[config.mk]
export PLATFORM = sky130hd
export DESIGN_NAME = im_fetch_sequencer
export DESIGN_NICKNAME = d
export VERILOG_FILES = /design/src/rtl/im_fetch_sequencer_pkg.sv /design/src/rtl/im_fetch_sequencer.sv
export SDC_FILE = /design/constraint.sdc
export NUM_CORES = 1
export LEC_CHECK = 0
export CAP_MARGIN = 20
export CORE_MARGIN = 3
export CORE_UTILIZATION = 30
export DETAILED_ROUTE_END_ITERATION = 6
export PLACE_DENSITY = 0.56
export RECOVER_POWER = 50
export SYNTH_ARGS = -nofsm -noshare
export SYNTH_HDL_FRONTEND = slang
export SYNTH_SLANG_ARGS = --single-unit
[constraint.sdc]
create_clock -name clk -period 3.45 [get_ports clk]
set_input_delay 0.8625 -clock clk [delete_from_list [all_inputs] [get_ports clk]]
set_output_delay 0.8625 -clock clk [all_outputs]
set_load 0.005 [all_outputs]
[src/rtl/im_fetch_sequencer_pkg.sv]
// rtl/im_fetch_sequencer_pkg.sv - shared types and defaults for the instruction-memory fetch sequencer
package im_fetch_sequencer_pkg;

    localparam int DEF_INSTRUCTION_SIZE = 32;
    localparam int DEF_ADDR_SIZE_IM     = 7;
    localparam int OPCODE_WIDTH         = 4;
    localparam logic [OPCODE_WIDTH-1:0] DEF_HALT_OPCODE = 4'hF;

    typedef enum logic [2:0] {
        ST_IDLE  = 3'd0,
        ST_FETCH = 3'd1,
        ST_WAIT  = 3'd2,
        ST_HOLD  = 3'd3,
        ST_DONE  = 3'd4
    } state_t;

endpackage

[src/rtl/im_fetch_sequencer.sv]
// rtl/im_fetch_sequencer.sv - walks instruction memory from a start PC and hands words to the decoder
module im_fetch_sequencer
    import im_fetch_sequencer_pkg::*;
#(
    parameter int INSTRUCTION_SIZE = DEF_INSTRUCTION_SIZE,
    parameter int ADDR_SIZE_IM     = DEF_ADDR_SIZE_IM,
    parameter logic [OPCODE_WIDTH-1:0] HALT_OPCODE = DEF_HALT_OPCODE
) (
    input  logic                        clk,
    input  logic                        rst,
    input  logic                        enable_PC_IM,
    input  logic [ADDR_SIZE_IM-1:0]     start_PC_IM_address,
    input  logic                        im_empty,
    output logic                        im_rd_en,
    output logic [ADDR_SIZE_IM-1:0]     im_rd_addr,
    input  logic [INSTRUCTION_SIZE-1:0] im_rd_data,
    output logic                        instr_valid,
    input  logic                        instr_ready,
    output logic [INSTRUCTION_SIZE-1:0] instr_data,
    output logic [ADDR_SIZE_IM-1:0]     instr_pc,
    output logic                        pc_busy,
    output logic                        pc_done,
    output logic                        pc_overflow
);

    localparam logic [ADDR_SIZE_IM-1:0] PC_LAST = {ADDR_SIZE_IM{1'b1}};
    localparam logic [ADDR_SIZE_IM-1:0] PC_ONE  = ADDR_SIZE_IM'(1);

    state_t                        state, state_n;
    logic [ADDR_SIZE_IM-1:0]       pc, pc_n;
    logic                          enable_q;
    logic                          armed;
    logic                          data_phase;
    logic                          start;
    logic                          rd_en_n;
    logic [ADDR_SIZE_IM-1:0]       rd_addr_n;
    logic                          valid_n;
    logic [INSTRUCTION_SIZE-1:0]   data_n;
    logic [ADDR_SIZE_IM-1:0]       ipc_n;
    logic                          done_n;
    logic                          ovf_n;
    logic                          busy_n;
    logic [OPCODE_WIDTH-1:0]       opcode;

    // armed stays low after reset until enable is seen low, so a level held through reset is not a start
    assign start  = enable_PC_IM & ~enable_q & armed;
    assign opcode = instr_data[INSTRUCTION_SIZE-1 -: OPCODE_WIDTH];

    always_ff @(posedge clk or posedge rst) begin
        if (rst) begin
            state       <= ST_IDLE;
            pc          <= '0;
            enable_q    <= 1'b0;
            armed       <= 1'b0;
            data_phase  <= 1'b0;
            im_rd_en    <= 1'b0;
            im_rd_addr  <= '0;
            instr_valid <= 1'b0;
            instr_data  <= '0;
            instr_pc    <= '0;
            pc_busy     <= 1'b0;
            pc_done     <= 1'b0;
            pc_overflow <= 1'b0;
        end else begin
            state       <= state_n;
            pc          <= pc_n;
            enable_q    <= enable_PC_IM;
            armed       <= armed | ~enable_PC_IM;
            data_phase  <= im_rd_en;
            im_rd_en    <= rd_en_n;
            im_rd_addr  <= rd_addr_n;
            instr_valid <= valid_n;
            instr_data  <= data_n;
            instr_pc    <= ipc_n;
            pc_busy     <= busy_n;
            pc_done     <= done_n;
            pc_overflow <= ovf_n;
        end
    end

    always_comb begin
        state_n   = state;
        pc_n      = pc;
        rd_en_n   = 1'b0;
        rd_addr_n = im_rd_addr;
        valid_n   = instr_valid;
        data_n    = instr_data;
        ipc_n     = instr_pc;
        done_n    = pc_done;
        ovf_n     = pc_overflow;
        case (state)
            ST_IDLE: begin
                valid_n = 1'b0;
                if (start) begin
                    pc_n    = start_PC_IM_address;
                    state_n = ST_FETCH;
                end
            end
            ST_FETCH: begin
                if (!enable_PC_IM) begin
                    state_n = ST_IDLE;
                end else if (!im_empty) begin
                    rd_en_n   = 1'b1;
                    rd_addr_n = pc;
                    state_n   = ST_WAIT;
                end
            end
            ST_WAIT: begin
                // read data is present in the cycle after the strobe cycle
                if (!enable_PC_IM) begin
                    state_n = ST_IDLE;
                end else if (data_phase) begin
                    data_n  = im_rd_data;
                    ipc_n   = pc;
                    valid_n = 1'b1;
                    state_n = ST_HOLD;
                end
            end
            ST_HOLD: begin
                if (!enable_PC_IM) begin
                    valid_n = 1'b0;
                    state_n = ST_IDLE;
                end else if (instr_ready) begin
                    valid_n = 1'b0;
                    if (opcode == HALT_OPCODE) begin
                        done_n  = 1'b1;
                        state_n = ST_DONE;
                    end else if (pc == PC_LAST) begin
                        done_n  = 1'b1;
                        ovf_n   = 1'b1;
                        state_n = ST_DONE;
                    end else begin
                        pc_n = pc + PC_ONE;
                        // issue the next read on the accept edge to keep one instruction every three cycles
                        if (!im_empty) begin
                            rd_en_n   = 1'b1;
                            rd_addr_n = pc + PC_ONE;
                            state_n   = ST_WAIT;
                        end else begin
                            state_n = ST_FETCH;
                        end
                    end
                end
            end
            ST_DONE: begin
                if (!enable_PC_IM) begin
                    done_n  = 1'b0;
                    ovf_n   = 1'b0;
                    state_n = ST_IDLE;
                end
            end
            default: begin
                valid_n = 1'b0;
                state_n = ST_IDLE;
            end
        endcase
        busy_n = (state_n != ST_IDLE) && (state_n != ST_DONE);
    end

endmodule

Word level (Yosys, flattened, before mapping)
Index checks and enable logic that the tools add are counted.
{ "word_totals": {"elab_cells": 102, "inputBits": 44, "output_inout_bits": 51, "register_bits": 64, "rom_bits": 0, "ramBits": 0, "mem_count": 0, "latchBits": 0} }
{ "classes": {"mux": 48, "shifts": 0, "eq_ne": 21, "reduce_logical": 13, "n_div": 0, "add_sub_neg": 1, "order_cmp": 0, "bitwise": 6, "mul": 0} }
{ "op_table": {"columns": ["cell", "count"], "rows": [
  ["two-way mux 7 bit", 12],
  ["two-way mux 3 bit", 10],
  ["one-hot mux 7 bit (2 select lines)", 2],
  ["inequality test 2 bit (second input constant)", 12],
  ["two-way mux 1 bit", 18],
  ["one-hot mux 3 bit (5 select lines)", 1],
  ["AND reduction 6 bit", 2],
  ["inequality test 3 bit (second input constant)", 3],
  ["AND reduction 8 bit", 1],
  ["adder 7 x 1 -> 7 bit (second input constant)", 1],
  ["equality test 7 bit (second input constant)", 1],
  ["equality test 3 x 2 -> 1 bit (second input constant)", 2],
  ["one-hot mux 1 bit (2 select lines)", 3],
  ["nonzero test 2 bit", 3],
  ["AND reduction 5 bit", 1],
  ["equality test 4 bit (second input constant)", 1],
  ["AND reduction 4 bit", 1],
  ["equality test 3 x 1 -> 1 bit (second input constant)", 1],
  ["equality test 3 bit (second input constant)", 1],
  ["zero test 3 bit", 1],
  ["inverter 1 bit", 3],
  ["one-hot mux 1 bit (3 select lines)", 1],
  ["AND reduction 3 bit", 1],
  ["nonzero test 3 bit", 1],
  ["5 further kinds", 6]
]} }

Logic depth before layout (Yosys ltp)
{ "logic_depth": {"depth_word": 8, "ltp_mapped": 6, "mapped_depth_nobuf": 5} }

Least setup slack after synthesis
OpenSTA, ideal clock, no wires.
{ "synth_path": {"path_type": "input -> register", "start": "input enable_PC_IM", "end": "register pc[1]", "arrival_ns": 1.914, "cell_stages": 5, "setup_slack_ns": 1.411, "t_required_ns": 3.325, "cell_sequence": "nand2b_1 > or2_2 > clkbuf_1 > o21a_4 > mux2_4"} }
{ "synth_via": {"elab_chain_len": 4, "word_cells_on_any_way": 5, "cone_classes": "eq/ne: 2; bitwise: 2; reduce/logical: 1"} }
{ "synth_rtl": {"columns": ["element", "line_no", "text"], "rows": [
  ["from (decl)", "im_fetch_sequencer.sv:11", "input logic enable_PC_IM,"],
  ["bitwise AND 1 bit (2 in series)", "im_fetch_sequencer.sv:46", "assign start = enable_PC_IM & ~enable_q & armed;"],
  ["inequality test 2 bit (no source line)", null, null],
  ["AND reduction 6 bit (no source line) *", null, null],
  ["to (signal assigned)", "im_fetch_sequencer.sv:66", "pc <= pc_n;"],
  ["to (decl)", "im_fetch_sequencer.sv:30", "logic [ADDR_SIZE_IM-1:0] pc, pc_n;"]
]} }
Mark *: on every way between the ends. The rest lies on a longest branch, timed or not.
A chain may end at the register's enable or synchronous reset.

Worst setup path in the final report
Ends and elaborated chain as after synthesis.

==> impl_metrics.toml <==
[outcome]
status = "complete, no violations"

[detailed_routing]
drc = 0
via_per_inst = 4.858
drt-total-wl_um = 6593
drtIter0Drc = 132
wl_per_cell_um = 15.33
drt_first_pass_iters = 4
final_antenna_net_count = 0
vias = 2089

[global_route]
grt_overflow_total = 0
antenna_found_initial = 0
grt_pass1_wl_um = 10540
grt_pass1_vias = 2104
grt_usage = 0.1310
grt_max_degree = 41

[floorplanning]
rows = 34
io_pins = 95
coreArea_um2 = 8848
die_area_um2 = 10450
chipWidth_um = 102.2
start_util = 0.3141
die_h_um = 102.2

[clocking]
cts-resized-gates = 0
root_buffer = "clkbuf_8"
cts_made_buffers = 9
cts.sinks = 64
post_cts_buffers = 0
worstSkewPairLatency_ns = 0.33
clk_pin_slew_ns = 0.07
htreeDepth = 3
ctsHoldBuffers = 0
clk_path_buf_depth = 2
cts_tree = "built"

[power_and_ir_drop]
p_seq_frac = 0.477
p_sw_mw = 0.5824
powerDensity_nw_per_um2 = 532.0
p_comb_frac = 0.255
power.leakage_nw = 1.810
p_sw_frac = 0.2730
p_int_mw = 1.551
clkPwrFrac = 0.267
peakVddDrop_mv = 0.2412
p_total_mw = 2.133

[yosys]
yosys_warnings = 0
syn_avg_cell_area_um2 = 12.57
syn_inst = 221
yosys_register_bits = 64
synth_fp_nets = 266
seq_area_frac_synth = 0.5763
synthesis.area_um2 = 2779
synth_cell_types = 42

[sta]
post-route-period-util = 0.7245
timing.hold.ws_ns = 0.4093
fmax_mhz = 400.0
finalHoldViolCount = 0
setup_ws_ns = 0.9503
tns_ns = 0
worst_pin_slew_ns = 1.318
drv_slew = 0
max_slew_margin = 0.1206
rsz0062_at_grt = "false"
fin_crit_ns = 2.500
setup_violations = 0
skew_ns = 0.004433

[worst_setup_path]
worstPathRequired_ns = 3.67
crit_path_top_delay_cell = "dlygate4sd3_1"
cp-start-kind = "input pin"
path_class = "input pin to flip-flop"
cp.arrival_ns = 2.72
end_kind = "flip-flop"
cp_slowest_stage_delay_ns = 0.69
path_cells = "dlygate4sd3_1 > nand2b_1 > or2_0 > o21a_4 > mux2_4"
path_max_fanout = 9

[placed_design]
placed_cells = 415
post-dp-hpwl_um = 4609
gp_congestion = 0.7966
placed_cell_area_um2 = 3837
pre_cts_ws_ns = 0.6823
portBuffers = 94

[final_layout]
insertedDiodeCount = 0
final_util = 0.4532
area_growth_pct = 44.30
fin_nets = 363
final_cells = 430
drive_above_1_share = 0.2050
seq_area_um2 = 1602
num-fill-cells = 865
fin_area_um2 = 4010
multi_input_area_um2 = 1117

[job]
maxCapViolCount = 0

[worst_hold_path]
min_path_type = "flip-flop to flip-flop"
==> routing by layer <==
layer,up-vias,wire length [µm],GRT usage
met5,-,0,0
met4,0,69,0.05146
met3,4,505,0.04232
met2,77,3190,0.2034
met1,1019,2828,0.1700
li1,989,-,-
==> cells in the mapped netlist <==
library cell  instances  area [µm²]
a2bb2oi_1             1       8.760
o2bb2ai_1             2       17.52
o21a_1                1       7.510
buf_2                 6       30.03
or2_0                 1       6.260
nor4_1                2       12.51
a21oi_1               8       40.04
dfrtp_1              64        1602
xnor2_1               2       17.52
or4b_4                1       13.76
o21ai_1               2       10.01
and2_1                1       6.260
nand3b_1              1       7.510
o31ai_1               1       7.510
mux2_4                1       15.01
nand4_1               2       12.51
o22ai_1               2       12.51
o311ai_0              1       8.760
buf_1                 1       3.750
nand3_1               4       20.02
o21ai_0              10       50.05
ha_1                  1       12.51
nand2b_1              6       37.54
a31oi_1               2       12.51
nand4b_1              1       8.760
o211ai_1              4       30.03
nor3_1                4       20.02
nor2_1                5       18.77
clkbuf_1              3       11.26
nand2_1              16       60.06
a211oi_1              2       15.01
nor2b_1               2       12.51
and3b_1               1       8.760
inv_1                 4       15.01
xor2_1                2       17.52
a21boi_0              2       15.01
o21a_4                1       15.01
a21oi_2               1       8.760
o31a_1                1       8.760
mux2_2               46       518.0
or2_2                 1       6.260
o221ai_1              2       17.52
==> cell families after synthesis <==
group	Yosys count	share of synthesized area
XOR/XNOR	4	0.01261
buffers and inverters	14	0.02161
multiplexers	47	0.1918
AND/OR/NAND/NOR	48	0.09051
AO/OA/AOI/OAI	43	0.1027
adder cells (fa/ha/maj)	1	0.004502
flip-flops	64	0.5763
==> critical path, delay by kind of cell <==
kind	cells	cell delay (ns)
buffers and inverters	1	0.69
AND/OR/NAND/NOR	2	0.57
AO/OA/AOI/OAI	1	0.30
multiplexers	1	0.30
==> flip-flops by register name, indices dropped and copies added (netlist names) <==
register,count
instr_valid,1
state,3
pc_busy,1
im_rd_en,1
pc_done,1
pc_overflow,1
instr_data,32
instr_pc,7
data_phase,1
enable_q,1
im_rd_addr,7
pc,7
armed,1
==> layout make-up <==
| type | count | area share |
|---|---|---|
| multi-input cells | 143 | 0.2786 |
| clock inverters | 3 | 0.004368 |
| flip-flops and latches | 64 | 0.3994 |
| clock buffers | 12 | 0.03869 |
| well taps | 108 | 0.03370 |
| repair buffers | 96 | 0.2415 |
| inverters | 4 | 0.003744 |
==> power by group through the flow <==
| stage | combinational, mW | sequential, mW | clock (mW) |
|---|---|---|---|
| after CTS | 0.572 | 1.02 | 0.599 |
| after floorplan | 0.244 | 1.01 | 0 |
| after detailed placement | 0.570 | 1.03 | 0 |
| after global routing | 0.600 | 1.04 | 0.629 |
| final | 0.545 | 1.02 | 0.570 |
| after global placement | 0.563 | 1.04 | 0 |
==> path summary, 6_finish.rpt <==
kind,from,end,cells past startpoint,slack [ns]
setup / recovery,enable_PC_IM,pc[1],5,0.95
hold / removal,im_rd_en,data_phase,0,0.41
setup reg to reg,pc[0],pc[1],5,1.24
hold reg to reg,im_rd_en,data_phase,0,0.41
max in group asynchronous,rst,instr_pc[1],3,1.30
min in group asynchronous,rst,instr_data[3],2,1.34
==> placed cells by master (no fill, tap or decap), types with 4 or more instances in the layout <==
master	count
clkdlybuf4s50_1	74
dlygate4sd3_1	20
clkbuf_8	11
dfrtp_1	64
nand2_1	16
a21oi_1	8
mux2_2	46
o211ai_1	4
o21ai_0	11
inv_1	4
nand2b_1	6
nor3_1	4
nor2_1	5
nand3_1	4
Note: power is estimated with default switching activity, not from simulation.
